--- src/rtl/array_fifo_ctrl_if.sv ---
// Handshake and array-port bundle between the FIFO controller, its producer/consumer and the register array.
// The slave modport is the controller side; master is the environment around it.
interface array_fifo_ctrl_if #(
    parameter int WIDTH = 8
);
    logic             in_valid;
    logic             in_ready;
    logic [WIDTH-1:0] in_data;
    logic             out_valid;
    logic             out_ready;
    logic [WIDTH-1:0] out_data;
    logic             mem_write_en;
    logic [1:0]       mem_write_addr;
    logic [WIDTH-1:0] mem_write_data;
    logic [1:0]       mem_read_addr;
    logic [WIDTH-1:0] mem_read_data;

    modport master (
        output in_valid, in_data, out_ready, mem_read_data,
        input  in_ready, out_valid, out_data,
               mem_write_en, mem_write_addr, mem_write_data, mem_read_addr
    );

    modport slave (
        input  in_valid, in_data, out_ready, mem_read_data,
        output in_ready, out_valid, out_data,
               mem_write_en, mem_write_addr, mem_write_data, mem_read_addr
    );
endinterface

--- src/rtl/array_fifo_ctrl.sv ---
// Valid/ready FIFO controller in front of a 4-word register array.
// Owns pointers, occupancy and sticky error flags; the array only stores words.
module array_fifo_ctrl #(
    parameter int WIDTH = 8,
    parameter int DEPTH = 4
) (
    input  logic                    clk,
    input  logic                    rst,
    input  logic                    flush,
    array_fifo_ctrl_if.slave        bus,
    output logic [2:0]              count,
    output logic                    overflow,
    output logic                    underflow
);
    localparam int AW = $clog2(DEPTH);
    localparam logic [AW:0] PTR_STEP = 1;

    logic [AW:0]      wr_ptr;
    logic [AW:0]      rd_ptr;
    logic             empty;
    logic             full;
    logic             push;
    logic             pop;
    logic [WIDTH-1:0] head;

    // Extra MSB distinguishes full from empty when the address bits match.
    assign empty = (wr_ptr == rd_ptr);
    assign full  = (wr_ptr[AW-1:0] == rd_ptr[AW-1:0]) && (wr_ptr[AW] != rd_ptr[AW]);

    assign bus.in_ready  = !full && !rst && !flush;
    assign bus.out_valid = !empty && !rst && !flush;
    assign push = bus.in_valid && bus.in_ready;
    assign pop  = bus.out_valid && bus.out_ready;

    assign bus.mem_write_en   = push;
    assign bus.mem_write_addr = wr_ptr[AW-1:0];
    assign bus.mem_write_data = bus.in_data;
    assign bus.mem_read_addr  = rd_ptr[AW-1:0];
    assign head               = bus.mem_read_data;
    assign bus.out_data       = head;

    always_ff @(posedge clk) begin
        if (rst) begin
            wr_ptr    <= '0;
            rd_ptr    <= '0;
            count     <= '0;
            overflow  <= 1'b0;
            underflow <= 1'b0;
        end else if (flush) begin
            wr_ptr <= '0;
            rd_ptr <= '0;
            count  <= '0;
        end else begin
            if (push) begin
                wr_ptr <= wr_ptr + PTR_STEP;
            end
            if (pop) begin
                rd_ptr <= rd_ptr + PTR_STEP;
            end
            case ({push, pop})
                2'b10:   count <= count + 3'd1;
                2'b01:   count <= count - 3'd1;
                default: count <= count;
            endcase
            if (bus.in_valid && full) begin
                overflow <= 1'b1;
            end
            if (bus.out_ready && empty) begin
                underflow <= 1'b1;
            end
        end
    end
endmodule

--- src/flat_wrapper.sv ---
// flat-port wrapper written by rule: the top's interface ports become plain ports
module array_fifo_ctrl_flat 
#(
    parameter int WIDTH = 8,
    parameter int DEPTH = 4
)
  (clk, rst, flush, count, overflow, underflow, bus_in_valid, bus_in_data, bus_out_ready, bus_mem_read_data, bus_in_ready, bus_out_valid, bus_out_data, bus_mem_write_en, bus_mem_write_addr, bus_mem_write_data, bus_mem_read_addr);
  array_fifo_ctrl_if #(.WIDTH(WIDTH)) bus_i ();
  input  logic clk;
  input  logic rst;
  input  logic flush;
  output logic [2:0] count;
  output logic overflow;
  output logic underflow;
  input wire logic [$bits(bus_i.in_valid)-1:0] bus_in_valid;
  input wire logic [$bits(bus_i.in_data)-1:0] bus_in_data;
  input wire logic [$bits(bus_i.out_ready)-1:0] bus_out_ready;
  input wire logic [$bits(bus_i.mem_read_data)-1:0] bus_mem_read_data;
  output wire logic [$bits(bus_i.in_ready)-1:0] bus_in_ready;
  output wire logic [$bits(bus_i.out_valid)-1:0] bus_out_valid;
  output wire logic [$bits(bus_i.out_data)-1:0] bus_out_data;
  output wire logic [$bits(bus_i.mem_write_en)-1:0] bus_mem_write_en;
  output wire logic [$bits(bus_i.mem_write_addr)-1:0] bus_mem_write_addr;
  output wire logic [$bits(bus_i.mem_write_data)-1:0] bus_mem_write_data;
  output wire logic [$bits(bus_i.mem_read_addr)-1:0] bus_mem_read_addr;
  assign bus_i.in_valid = bus_in_valid;
  assign bus_i.in_data = bus_in_data;
  assign bus_i.out_ready = bus_out_ready;
  assign bus_i.mem_read_data = bus_mem_read_data;
  assign bus_in_ready = bus_i.in_ready;
  assign bus_out_valid = bus_i.out_valid;
  assign bus_out_data = bus_i.out_data;
  assign bus_mem_write_en = bus_i.mem_write_en;
  assign bus_mem_write_addr = bus_i.mem_write_addr;
  assign bus_mem_write_data = bus_i.mem_write_data;
  assign bus_mem_read_addr = bus_i.mem_read_addr;
  array_fifo_ctrl #(.WIDTH(WIDTH), .DEPTH(DEPTH)) u_core (.clk(clk), .rst(rst), .flush(flush), .bus(bus_i), .count(count), .overflow(overflow), .underflow(underflow));
endmodule
--- config.mk ---
export PLATFORM = sky130hd
export DESIGN_NAME = array_fifo_ctrl_flat
export DESIGN_NICKNAME = d
export VERILOG_FILES = /design/src/rtl/array_fifo_ctrl_if.sv /design/src/rtl/array_fifo_ctrl.sv /design/src/flat_wrapper.sv
export SDC_FILE = /design/constraint.sdc
export NUM_CORES = 1
export LEC_CHECK = 0
export CORE_MARGIN = 4
export CORE_UTILIZATION = 34
export CTS_CLUSTER_SIZE = 25
export DETAILED_ROUTE_END_ITERATION = 8
export PLACE_DENSITY = 0.75
export SYNTH_ARGS = -nofsm -noshare
export SYNTH_HDL_FRONTEND = slang
export SYNTH_SLANG_ARGS = --single-unit
--- constraint.sdc ---
create_clock -name clk -period 2.31 [get_ports clk]
set_input_delay 0.3465 -clock clk [delete_from_list [all_inputs] [get_ports clk]]
set_output_delay 0.3465 -clock clk [all_outputs]
set_load 0.01 [all_outputs]
[Word level (Yosys, flattened, before mapping)]
Cells that the tools add are included.
Storage, ports and cells
  ROM bits: 0
  bits in latches: 0
  memory bits (writable): 0
  register bits after elaboration: 11
  memories: 0
  word-level logic and storage cells: 33
Cells by class
  eq/ne operators: 5
  bitwise logic cells: 1
  div/mod/pow operators: 0
  $lt $le $gt $ge: 0
  add/sub/neg operators: 4
  multiply operators: 0
  shifts and indexed selects: 0
  muxes and demuxes: 1
  reduce and logical (&&, ||, !) cells: 17
Operator list (number)
  $add 3x1->3 const B: 3
  $logic_and 1x1->1: 9
  $pmux 3 s2: 1
  $logic_not 1->1: 4
  $reduce_and 2->1: 2
  $eq 3x3->1: 1
  $sub 3x1->3 const B: 1
  $eq 2x1->1 const B: 1
  $eq 2x2->1: 1
  $eq 2x2->1 const B: 1
  $reduce_bool 2->1: 1
  $reduce_or 2->1: 1
  $ne 1x1->1: 1
  $not 1->1: 1

[Longest topological paths before layout]
  depth after elaboration: 8
  gate-level depth with buffers: 10
  gate-level depth less buffers: 9

[Least setup slack after synthesis]
Ideal clock, no wire load.
  path type: register -> register
  start: reg u_core.wr_ptr[1]
  end: reg u_core.count[2]
  clock period less this slack: 2.354 ns
  setup slack: -0.044 ns
  setup time: 0.070 ns
  cell stages (with the launch flop): 11
  arrival time: 2.283 ns
  cells stage by stage: dfxtp_1 -> buf_4 -> xnor2_1 -> nand2_1 -> o211ai_1 -> ha_1 -> inv_1 -> fa_1 -> xor2_1 -> or3_1 -> a21oi_1
On the way
  word-level cells in the longest chain between the ends: 8
Ends and longest elaborated chain
  from (decl): line array_fifo_ctrl.sv:18  | logic [AW:0] wr_ptr;
  from (signal assigned): line array_fifo_ctrl.sv:55  | wr_ptr <= wr_ptr + PTR_STEP;
  $eq 2x2->1: line array_fifo_ctrl.sv:28  | assign full = (wr_ptr[AW-1:0] == rd_ptr[AW-1:0]) && (wr_ptr[AW] != rd_ptr[AW]);
  $logic_and 1x1->1: line array_fifo_ctrl.sv:28
  $logic_not 1->1: line array_fifo_ctrl.sv:30  | assign bus.in_ready = !full && !rst && !flush;
  $logic_and 1x1->1 (2 in series): line array_fifo_ctrl.sv:30
  $logic_and 1x1->1: line array_fifo_ctrl.sv:32  | assign push = bus.in_valid && bus.in_ready;
  $eq 2x1->1 or $eq 2x2->1 (tied branches): line array_fifo_ctrl.sv:60  | case ({push, pop})
  $pmux 3 s2 or $reduce_bool 2->1 (tied branches)
  to (signal assigned): line array_fifo_ctrl.sv:61  | 2'b10: count <= count + 3'd1;
  to (signal assigned): line array_fifo_ctrl.sv:62  | 2'b01: count <= count - 3'd1;
  to (signal assigned): line array_fifo_ctrl.sv:63  | default: count <= count;
  to (decl): line array_fifo_ctrl.sv:11  | output logic [2:0] count,
Several ways; a longest one is shown, not always the timed one.
A chain may end at the register's enable or synchronous reset.

[Final worst setup path]
  start: in rst
  end: reg u_core.count[2]
On the way
  word-level cells in the longest chain between the ends: 6
Ends and longest elaborated chain
  from (decl): line flat_wrapper.sv:10  | input logic rst;
  $logic_not 1->1 *: line array_fifo_ctrl.sv:31  | assign bus.out_valid = !empty && !rst && !flush;
  $logic_and 1x1->1 * (2 in series): line array_fifo_ctrl.sv:31
  $logic_and 1x1->1 *: line array_fifo_ctrl.sv:33  | assign pop = bus.out_valid && bus.out_ready;
  via u_core.pop: line array_fifo_ctrl.sv:23  | logic pop;
  $eq 2x1->1 or $eq 2x2->1 (tied branches): line array_fifo_ctrl.sv:60
  $pmux 3 s2 or $reduce_bool 2->1 (tied branches)
The timed path passes the listed nets; every way through them passes the cells marked *.

==> flow_metrics.env <==
export IMPL_max_cap_viol_count=0
export IMPL_fp_row_count=18
export IMPL_portBuffers=16
export IMPL_tightest_slew_ps=451
export IMPL_setup_worst_path_class="input port to flip-flop"
export IMPL_relSlewSlack_pct=69.7
export IMPL_critPathRequiredTime_ps=2520
export IMPL_cts_buffers_inserted=3
export IMPL_grt_max_degree=11
export IMPL_hold_viol_final=0
export IMPL_synth_largest_area_cell="dfxtp_1"
export IMPL_syn_inst=107
export IMPL_synth_area_um2=866
export IMPL_synthesis_nets=132
export IMPL_vias=816
export IMPL_fin_crit_ps=2260
export IMPL_status="completed"
export IMPL_finalPower_w=0.000447
export IMPL_nets=148
export IMPL_leakagePower_nw=0.440
export IMPL_rsz0062_at_grt="yes"
export IMPL_dr_pass1_iters=4
export IMPL_ys_warn_count=0
export IMPL_final_setup_skew_ps=4.45
export IMPL_core_um2=2450
export IMPL_seq_area_frac_synth_pct=25.4
export IMPL_clock_path_buffers=2
export IMPL_critPathArrivalTime_ps=2470
export IMPL_ys_types=27
export IMPL_drt_wl_total_mm=2.15
export IMPL_synthTopCellsByArea="dfxtp_1 25%, buf_4 18%, xor2_1 5.1%, ha_1 4.3%, o211ai_1 4.3%"
export IMPL_num_io_pins=49
export IMPL_antenna_found_initial=0
export IMPL_placed_cell_area_um2=1060
export IMPL_grt_pass1_wl_mm=3.50
export IMPL_slew_viol_final=0
export IMPL_clk_pin_slew_ps=80
export IMPL_die_x_um=58.5
export IMPL_clk_latency_ps=270
export IMPL_pwr_density_cell_nw_per_um2=408
export IMPL_worst_r2r_path_depth=9
export IMPL_track_usage_pct=13.2
export IMPL_fp_dieH_um=58.5
export IMPL_hold_buffers=0
export IMPL_wl_per_cell_um=14.2
export IMPL_route_detailed_drc=0
export IMPL_end_kind="flip-flop"
export IMPL_stdcell_area_um2=1090
export IMPL_syn_to_final_growth_pct=26.4
export IMPL_setup_violations=0
export IMPL_placed_cells=148
export IMPL_overflow=0
export IMPL_die_area_um2=3420
export IMPL_hold_class="flip-flop to flip-flop"
export IMPL_fillers=248
export IMPL_rrSetupSlack_ps=90
export IMPL_drt_vias_per_instance=5.37
export IMPL_hold_path_cell_count=2
export IMPL_syn_avg_cell_area_um2=8.09
export IMPL_yosysTopAreaCellShare_pct=25.4
export IMPL_final_layout_size_suffix_gt1_share_pct=23.8
export IMPL_stdcell_count=152
export IMPL_whs_ps=490
export IMPL_drtIter0Drc=37
export IMPL_root_buffer="clkbuf_4"
export IMPL_final_cell_mix="19 x buf_4, 13 x clkdlybuf4s50_1, 9 x dfxtp_1"
export IMPL_final_core_util_pct=44.6
export IMPL_gp_congestion=0.855
export IMPL_ys_ff_latch=11
export IMPL_finalCritPeriodShare_pct=98.0
export IMPL_tritoncts="built"
export IMPL_final_common_cell="buf_4"
export IMPL_initial_core_util_pct=35.3
export IMPL_cts_sinks=11
export IMPL_hpwl_mm=1.56
export IMPL_fmax_ghz=0.442
export IMPL_grt_pass1_vias=780
export IMPL_ant_nets=0
export IMPL_htree_levels=1
export IMPL_antenna_cells=0
export IMPL_cp_start_kind="input port"
export IMPL_worstPathMaxFanout=2
export IMPL_max_vdd_ir_drop_v=0.000311
==> metal layers <==
metal	global-route usage [%]	share of wire, %
met5	0	0
met4	5.96	0.88
met3	2.63	10
met2	20.6	46
met1	17.4	43
==> kinds of logic (layout without fill, tap and decap cells) <==
kind of cell	count (synthesis)	after routing	synth area share, %
flops	11	11	25.4
buf+inv	29	44	21.8
compound gates	28	28	21.1
xor+xnor	8	8	8.09
simple gates	27	27	16.9
fa+ha+maj	4	4	6.65
==> cells in the mapped netlist <==
cell and n:
inv_1 5, a21oi_1 6, or4_1 1, a31oi_1 4, buf_4 21, and3_1 1, nand4_1 2, nor4b_1 4
a41oi_1 2, xor2_1 5, or2_2 1, clkbuf_1 2, nand3_1 3, a21o_1 2, a211o_1 2, nor2b_1 2
a211oi_1 2, buf_2 1, ha_1 3, fa_1 1, dfxtp_1 11, nand2_1 5, o211ai_1 5, xnor2_1 3
or3_1 1, o21ai_0 5, nor2_1 7
==> final cells by class <==
type / count / area (µm²) / share of cell area [%]
multi-input combinational: 67 / 487 / 44.5
timing repair buffer: 35 / 303 / 27.7
sequential: 11 / 223 / 20.3
tap: 30 / 37.5 / 3.43
clock buffer: 4 / 26.3 / 2.40
inverter: 5 / 18.8 / 1.71
==> worst paths after layout <==
| kind | start | endpoint |
|---|---|---|
| setup / recovery | rst | u_core.count[2] |
| hold reg to reg | u_core.underflow | u_core.underflow |
| setup reg to reg | u_core.wr_ptr[1] | u_core.count[2] |
| hold / removal | u_core.underflow | u_core.underflow |
==> power by group <==
group | internal (W) | switching [W] | leakage [nW] | total [W]
clock | 0.0000668 | 0.0000683 | 0.0150 | 0.000135
combinational | 0.0000573 | 0.0000534 | 0.335 | 0.000111
sequential | 0.000195 | 0.00000620 | 0.0901 | 0.000201
total | 0.000319 | 0.000128 | 0.440 | 0.000447
==> metrics by stage <==
stage | setup WS (ps) | setup TNS, ps
floorplan | 35.3 | 0
global placement | -214 | -287
detailed placement | -253 | -330
CTS | 8.78 | 0
global route | -47.8 | -47.8
finish | 45.5 | 0
==> critical path: stages <==
cell and delay [ps]:
clkdlybuf4s50_1 410, or2_2 320, a211oi_1 180, ha_1 200, inv_1 50, fa_1 370, xor2_1 150, or3_1 300
a21oi_1 130
==> what timing repair did <==
action | CTS | global route
setup buffers | 0 | 0
resized for setup | 2 | 4
endpoints found under the setup margin | 2 | 2
==> flip-flops by register name (all words and copies together) (netlist names) <==
| register | cells |
|---|---|
| u_core.rd_ptr | 3 |
| u_core.count | 3 |
| u_core.wr_ptr | 3 |
| u_core.overflow | 1 |
| u_core.underflow | 1 |
(Power assumes the default switching activity.)
